--- config.mk ---
export PLATFORM = sky130hd
export DESIGN_NAME = fxp_mul_arbiter
export DESIGN_NICKNAME = d
export VERILOG_FILES = /design/src/rtl/fxp_arb_pkg.sv /design/src/rtl/fxp_mul_arbiter_rr_pick.sv /design/src/rtl/fxp_mul_arbiter.sv
export SDC_FILE = /design/constraint.sdc
export NUM_CORES = 1
export LEC_CHECK = 0
export BUFFER_PORTS_ARGS = -buffer_cell sky130_fd_sc_hd__buf_4
export CORE_AREA = 2 2 153 155
export CTS_CLUSTER_SIZE = 14
export DETAILED_ROUTE_END_ITERATION = 7
export DIE_AREA = 0 0 155 157
export GPL_TIMING_DRIVEN = 1
export PLACE_DENSITY = 0.56
export SLEW_MARGIN = 20
export SYNTH_ARGS = -nofsm -noshare
export SYNTH_HDL_FRONTEND = slang
export SYNTH_SLANG_ARGS = --single-unit
--- constraint.sdc ---
create_clock -name clock -period 2.25 [get_ports clock]
set_input_delay 0.225 -clock clock [delete_from_list [all_inputs] [get_ports clock]]
set_output_delay 0.225 -clock clock [all_outputs]
set_load 0.02 [all_outputs]
--- src/rtl/fxp_arb_pkg.sv ---
// Shared definitions for the fixed-point multiplier arbiter: default operand
// widths, requester count and the transaction FSM state encoding.
package fxp_arb_pkg;

  localparam int DEF_WHOLE_W = 16;
  localparam int DEF_FRAC_W  = 16;
  localparam int DEF_NUM_REQ = 4;

  typedef enum logic [1:0] {
    IDLE  = 2'd0,
    ISSUE = 2'd1,
    WAIT  = 2'd2,
    RESP  = 2'd3
  } arb_state_e;

endpackage

--- src/rtl/fxp_mul_arbiter_rr_pick.sv ---
// rr_pick: combinational round-robin selector. Returns the first requester
// found when searching upward from ptr+1 (wrapping), plus an any-valid flag.
module rr_pick #(
  parameter int NUM_REQ = 4,
  parameter int IDW     = $clog2(NUM_REQ)
) (
  input  logic [NUM_REQ-1:0] req,
  input  logic [IDW-1:0]     ptr,
  output logic [IDW-1:0]     grant_idx,
  output logic               any_valid
);

  logic [IDW-1:0] cand;

  // Walk from the farthest offset to the nearest so the last hit written is
  // the requester closest after ptr.
  always_comb begin
    // NOTE: every signal written here gets a default first, otherwise paths
    // that skip an assignment would infer a latch.
    grant_idx = '0;
    cand      = '0;
    any_valid = |req;
    for (int off = NUM_REQ; off >= 1; off--) begin
      cand = IDW'((int'(ptr) + off) % NUM_REQ);
      if (req[cand]) grant_idx = cand;
    end
  end

endmodule

--- src/rtl/fxp_mul_arbiter.sv ---
// fxp_mul_arbiter: shares one external fixed-point multiplier between
// NUM_REQ requesters. Each transaction runs IDLE -> ISSUE -> WAIT -> RESP.
// Operands and product pass through untouched; no arithmetic is done here.
// Build option: define FXP_ARB_PRIORITY_EN to give requester 0 strict
// priority, with round-robin among the remaining requesters.
module fxp_mul_arbiter
  import fxp_arb_pkg::*;
#(
  parameter int wholeWidth    = DEF_WHOLE_W,
  parameter int fractionWidth = DEF_FRAC_W,
  parameter int NUM_REQ       = DEF_NUM_REQ,
  localparam int W            = wholeWidth + fractionWidth,
  localparam int IDW          = $clog2(NUM_REQ)
) (
  input  logic                 clock,
  input  logic                 reset_n,
  input  logic [NUM_REQ-1:0]   req_valid,
  output logic [NUM_REQ-1:0]   req_ready,
  input  logic [NUM_REQ*W-1:0] req_a,
  input  logic [NUM_REQ*W-1:0] req_b,
  output logic                 mul_en,
  output logic [W-1:0]         mul_a,
  output logic [W-1:0]         mul_b,
  input  logic [W-1:0]         mul_product,
  output logic                 rsp_valid,
  input  logic                 rsp_ready,
  output logic [IDW-1:0]       rsp_id,
  output logic [W-1:0]         rsp_product
);

  arb_state_e     state_q, state_d;
  logic [IDW-1:0] last_q, last_d;
  logic [IDW-1:0] id_q, id_d;
  logic [W-1:0]   a_q, a_d, b_q, b_d;
  logic           rsp_valid_q, rsp_valid_d;
  logic [IDW-1:0] rsp_id_q, rsp_id_d;
  logic [W-1:0]   rsp_product_q, rsp_product_d;

  logic [NUM_REQ-1:0] pick_req;
  logic [IDW-1:0]     pick_idx, grant_idx;
  logic               pick_any, any_valid, ptr_upd;
  logic [W-1:0]       a_sel, b_sel;

  rr_pick #(.NUM_REQ(NUM_REQ), .IDW(IDW)) u_rr_pick (
    .req       (pick_req),
    .ptr       (last_q),
    .grant_idx (pick_idx),
    .any_valid (pick_any)
  );

`ifdef FXP_ARB_PRIORITY_EN
  // Requester 0 wins outright and leaves the rotation pointer alone; the
  // round-robin only ever sees requesters 1..NUM_REQ-1.
  assign pick_req  = {req_valid[NUM_REQ-1:1], 1'b0};
  assign grant_idx = req_valid[0] ? '0 : pick_idx;
  assign any_valid = req_valid[0] | pick_any;
  assign ptr_upd   = ~req_valid[0];
`else
  assign pick_req  = req_valid;
  assign grant_idx = pick_idx;
  assign any_valid = pick_any;
  assign ptr_upd   = 1'b1;
`endif

  // Operand mux for the granted requester.
  always_comb begin
    a_sel = '0;
    b_sel = '0;
    for (int i = 0; i < NUM_REQ; i++) begin
      if (grant_idx == IDW'(i)) begin
        a_sel = req_a[i*W +: W];
        b_sel = req_b[i*W +: W];
      end
    end
  end

  // Transaction FSM and capture of operands, id and product.
  always_comb begin
    state_d       = state_q;
    last_d        = last_q;
    id_d          = id_q;
    a_d           = a_q;
    b_d           = b_q;
    rsp_valid_d   = rsp_valid_q;
    rsp_id_d      = rsp_id_q;
    rsp_product_d = rsp_product_q;
    case (state_q)
      IDLE: begin
        if (any_valid) begin
          a_d     = a_sel;
          b_d     = b_sel;
          id_d    = grant_idx;
          if (ptr_upd) last_d = grant_idx;
          state_d = ISSUE;
        end
      end
      ISSUE: state_d = WAIT;
      WAIT: begin
        rsp_product_d = mul_product;
        rsp_id_d      = id_q;
        rsp_valid_d   = 1'b1;
        state_d       = RESP;
      end
      RESP: begin
        if (rsp_ready) begin
          rsp_valid_d = 1'b0;
          state_d     = IDLE;
        end
      end
      default: state_d = IDLE;
    endcase
  end

  // State registers; reset abandons any transaction in flight.
  always_ff @(posedge clock or negedge reset_n) begin
    if (!reset_n) begin
      state_q       <= IDLE;
      last_q        <= IDW'(NUM_REQ - 1);
      id_q          <= '0;
      a_q           <= '0;
      b_q           <= '0;
      rsp_valid_q   <= 1'b0;
      rsp_id_q      <= '0;
      rsp_product_q <= '0;
    end else begin
      // NOTE: non-blocking assignments so every flop samples pre-edge values.
      state_q       <= state_d;
      last_q        <= last_d;
      id_q          <= id_d;
      a_q           <= a_d;
      b_q           <= b_d;
      rsp_valid_q   <= rsp_valid_d;
      rsp_id_q      <= rsp_id_d;
      rsp_product_q <= rsp_product_d;
    end
  end

  // Grant is advertised only in IDLE and never while reset is held.
  always_comb begin
    req_ready = '0;
    if (reset_n && state_q == IDLE && any_valid) req_ready[grant_idx] = 1'b1;
  end

  assign mul_en      = (state_q == ISSUE);
  assign mul_a       = a_q;
  assign mul_b       = b_q;
  assign rsp_valid   = rsp_valid_q;
  assign rsp_id      = rsp_id_q;
  assign rsp_product = rsp_product_q;

endmodule

# Word-level counts from Yosys, hierarchy flattened
# Index checks and enable logic that the tools add are counted.
# totals
reg_bits	105
latchBits	0
mem_bits_rw	0
romBits	0
input_bits	295
output_inout_bits	104
elab_cells	64
n_memories	0
# classes
add_sub_neg	4
n_mul	0
div_mod_pow	0
order_cmp	6
n_eq_ne	8
shift	0
mux	28
bitwise	0
n_reduce_logical	10
# op_table
operator	count
two-way mux 32 bit	8
< comparator 2 x 3 -> 1 bit, second input constant	5
two-way mux 2 bit	6
binary-select mux 1 bit (select 2 bit)	4
equality test 2 bit, second input constant	4
case mux 2 bit (4 select lines)	1
two-way mux 1 bit	6
AND reduction 2 bit	3
adder 2 x 1 -> 2 bit, second input constant	2
adder 2 bit, second input constant	2
equality test 2 x 1 -> 1 bit, second input constant	2
zero test 2 bit	2
two-way mux 4 bit	1
inequality test 2 bit, second input constant	2
OR reduction 4 bit	1
logical AND 1 bit	3
demux 1 bit (select 2 bit)	1
greater-or-equal comparator 2 x 1 -> 1 bit, second input constant	1
case mux 1 bit (2 select lines)	1
nonzero test 2 bit	1

# Longest topological paths before layout
# depth
depth_word	12
mapped_depth	8
ltp_nobuf	6

# Cells and area by module
# From an unflattened synthesis, not the netlist that was laid out.
# unflattened
cells_unflattened	485
area_unflattened_um2	5681.7
# modules_own_cells
mod	instances	cells_each	area_per_inst_um2	seq_area_each_um2
fxp_mul_arbiter	1	471	5590.4	2630.0
rr_pick	1	14	91.3	0.0

# Worst setup path after synthesis
# No wires, ideal clock.
# synth_timing
kind	register to output
from	register last_q[0]
to	output port req_ready[0]
t_arrival_ns	1.990
required_time_ns	2.025
slack_ns	0.035
stages_incl_launch_ff	7
path_buffers	2
path_cell_list	dfstp_2 nand2b_1 a21boi_4 or3_4 buf_12 buf_6 nor3_1
# synth_via
elab_chain_cells	12
elab_cells_between_ends	22
classes_between	add/sub: 4; order compare: 2; mux: 15; reduce/logical: 1
# synth_lines
item	line	text
from (decl)	fxp_mul_arbiter.sv:32	logic [IDW-1:0] last_q, last_d;
from (signal assigned)	fxp_mul_arbiter.sv:118	last_q <= IDW'(NUM_REQ - 1);
from (signal assigned)	fxp_mul_arbiter.sv:128	last_q <= last_d;
adder 2 x 1 -> 2 bit	fxp_mul_arbiter_rr_pick.sv:24	cand = IDW'((int'(ptr) + off) % NUM_REQ);
binary-select mux 1 bit (select 2 bit)	fxp_mul_arbiter_rr_pick.sv:25	if (req[cand]) grant_idx = cand;
two-way mux 1 bit (implied by the code)	fxp_mul_arbiter_rr_pick.sv:25	
two-way mux 2 bit (3 in series)	fxp_mul_arbiter_rr_pick.sv:25	
two-way mux 2 bit *	fxp_mul_arbiter_rr_pick.sv:25	
< comparator 2 x 3 -> 1 bit (implied by the code) or greater-or-equal comparator 2 x 1 -> 1 bit (tied branches)	fxp_mul_arbiter.sv:141	if (reset_n && state_q == IDLE && any_valid) req_ready[grant_idx] = 1'b1;
logical AND 1 bit (implied by the code)	fxp_mul_arbiter.sv:141	
two-way mux 1 bit (implied by the code)	fxp_mul_arbiter.sv:141	
demux 1 bit (select 2 bit) *	fxp_mul_arbiter.sv:141	
two-way mux 4 bit *	fxp_mul_arbiter.sv:141	
to (decl)	fxp_mul_arbiter.sv:18	output logic [NUM_REQ-1:0] req_ready,
# Every way passes the cells marked *; elsewhere a longest branch is shown, timed or not. The select of a mux whose other input is x is not followed.

# Final worst setup path
# Ends and elaborated chain as after synthesis.

==> impl_metrics.toml <==
[run_status]
status = "complete, no violations"

[power_and_ir_drop]
switching_power_mw = 5.96
power_density_nw_per_um2 = 1310
pwr-share-seq_pct = 25.1
power_mw = 13.6
p_leak_nw = 4.68
sw_frac_of_total_pct = 43.9
ir_drop_v = 0.000777
intPower_mw = 7.60
clkPwrFrac_pct = 12.2
p_comb_share_pct = 62.7

[sta]
rsz0062_at_grt = "no"
setup_tns_ns = 0
drv_slew = 0
worst_pin_slew_ns = 0.602
slew-limit-headroom_pct = 59.9
worst_slack_ns = 0.0481
finalHoldViolCount = 0
period_minus_slack_ns = 2.20
finalCritPeriodShare_pct = 97.9
fmaxAchievable_mhz = 454
clock_skew_ns = 0.0153
setup_viol = 0

[placed_design]
globalplace.congestion = 0.775
pre_cts_slack_ns = 0.161
placedInstanceArea_um2 = 9860
placed_cells = 1250
port_buffers = 398
post-dp-hpwl_mm = 18.0

[final_layout]
syn_to_final_growth_pct = 58.5
num-nets-final = 1284
stdcell_count = 1276
final_cell_area_um2 = 10400
drive_gt1_share_pct = 58.5

[clock_tree]
tritoncts = "done"
htree_levels = 3
root_buffer = "clkbuf_16"
clk_path_buf_depth = 2
clkSinkCount = 105
numCtsBuffers = 9
worstSkewPairLatency_ns = 0.36
clkSlewWorstSetupHoldPaths_ns = 0.08

[grt]
grt-ovfl-total = 0
antenna_found_initial = 1
grt_pass1_vias = 6713
grt_usage_pct = 20.0
grt_max_degree = 105
grt_pass1_wl_mm = 37.8

[worst_setup_path]
start_kind = "flip-flop"
worstPathArrival_ns = 1.98
crit_path_cell_trace = "nand2b_4 > a21oi_4 > or3_4 > buf_16 > nor3_4 > buf_6"
crit_fanout = 4
critPathKind = "reg2out"
critPathCaptureType = "output port"
critPathMaxStageDelay_ns = 0.56
required_ns = 2.03
slowest_stage = "dfstp_2"

[min_path]
min_path_type = "in2reg"

[yosys]
synthDistinctLibCells = 33
synth_top_area_cell = "dfrtp_1"
synth-seq-cells = 105
synth-seq-area-share_pct = 40.2
ys_warn_count = 0
synth_area_um2 = 6540
synth_area_leaders = "dfrtp_1 (39%), mux2_2 (13%), mux2i_1 (9.8%)"
avgSynthCellArea_um2 = 10.8
yosysTopAreaCellShare_pct = 39.4
synth_cells = 604
syn_nets = 903

[detailed_routing]
routed_wl_mm = 25.4
via_count = 6392
ant_nets = 0
drtIter0Drc = 310
drc = 0
drtPass1Iterations = 4
via_per_inst = 5.01
wl_per_cell_um = 19.9

[die]
std_cell_rows = 55
start_util_pct = 29.1
die_area_um2 = 24300
die_h_um = 157
ios = 399
die_x_um = 155
design.core.area_um2 = 22500

[job]
drv_cap = 0
## logic make-up after synthesis
family	count (synthesis)	share of synthesized area (%)
adder cells (fa/ha/maj)	4	0.765
AND/OR/NAND/NOR	198	15.9
AO/OA/AOI/OAI	99	15.0
buffers and inverters	61	5.79
multiplexers	137	22.4
flip-flops	105	40.2
## timing repair
| action | in CTS | in global routing |
|---|---|---|
| setup buffers | 2 | 3 |
| gates cloned | 2 | 2 |
| pin swaps | 1 | 1 |
| resized for setup | 5 | 5 |
| endpoints found under the hold margin | 1 | 0 |
| endpoints found under the setup margin | 4 | 4 |
| hold buffers | 1 | 0 |
## layout make-up
class | instances | area [um2]
multi-input cells | 438 | 3600
well taps | 285 | 357
repair buffers | 428 | 3460
clock buffers | 9 | 225
clock inverters | 7 | 83.8
inverters | 3 | 11.3
diodes | 1 | 2.50
fillers | 2178 | 12100
flip-flops and latches | 105 | 2630
## power by group through the flow
stage | Clock (mW) | Combinational, mW | Sequential (mW)
5_1_grt | 1.79 | 9.12 | 3.52
2_1_floorplan | 0 | 4.05 | 4.47
6_report | 1.65 | 8.50 | 3.40
3_5_place_dp | 0 | 8.23 | 3.43
4_1_cts | 1.72 | 8.43 | 3.40
3_3_place_gp | 0 | 8.15 | 3.40
## metrics by stage
| stage | hold WS, ns | utilization [%] |
|---|---|---|
| CTS | 0.0426 | 45.6 |
| global route | 0.0607 | 46.1 |
| global placement | 0.0427 | 43.8 |
| finish | 0.0595 | 46.1 |
| detailed placement | 0.0424 | 43.8 |
| floorplan | -0.0706 | - |
## per-layer routing
| metal | share of wire (%) | wire (um) | GRT usage, % |
|---|---|---|---|
| met1 | 40 | 10300 | 24.0 |
| met3 | 7.4 | 1880 | 4.79 |
| met4 | 2.4 | 620 | 7.19 |
| met2 | 50 | 12700 | 34.8 |
| met5 | 0 | 0 | 0 |
## worst max-delay path, delay by kind of cell, from the launching register on
family	cells	cell delay, ns
buf+inv	2	0.29
simple gates	3	0.72
compound gates	1	0.06
flops	1	0.56
## synth_stat cells, drive strengths merged
cell / n
nor2: 33
o32a: 1
mux2: 73
nor3b: 1
nor3: 4
nor4: 1
o21a: 1
nor4b: 25
mux2i: 64
o21ai: 1
buf: 38
or3: 1
inv: 3
o22ai: 1
nand3: 79
nand2b: 6
a21boi: 1
clkbuf: 20
o211ai: 39
nor2b: 2
a211oi: 51
ha: 4
nand2: 46
dfstp: 2
dfrtp: 103
a21oi: 4
## placed cells by master (no fill, tap or decap), types with 5 or more instances in the layout
cell type	instances
o211ai_1	39
buf_4	410
nor2_1	32
a211oi_1	5
dfrtp_1	103
mux2i_1	64
nand2_1	45
nand3_1	79
a211oi_2	45
clkbuf_16	11
nor4b_1	25
mux2_2	73
buf_12	11
## flip-flops by register name (all words and copies together) (netlist names)
name and flops:
mul_a 32, last_q 2, mul_b 32, id_q 2
rsp_product 32, state_q 2, rsp_id 2, rsp_valid 1
## path summary, 6_finish.rpt
check | start | endpoint | slack (ns) | cells past startpoint
setup / recovery | last_q[0] | req_ready[0] | 0.05 | 6
hold / removal | rsp_ready | rsp_valid | 0.06 | 2
setup reg to reg | last_q[0] | mul_b[24] | 0.15 | 7
hold reg to reg | id_q[1] | id_q[1] | 0.50 | 2
max in group asynchronous | reset_n | mul_b[18] | 1.23 | 3
min in group asynchronous | reset_n | mul_a[30] | 0.22 | 2
Power figures use the tool's default switching activity.
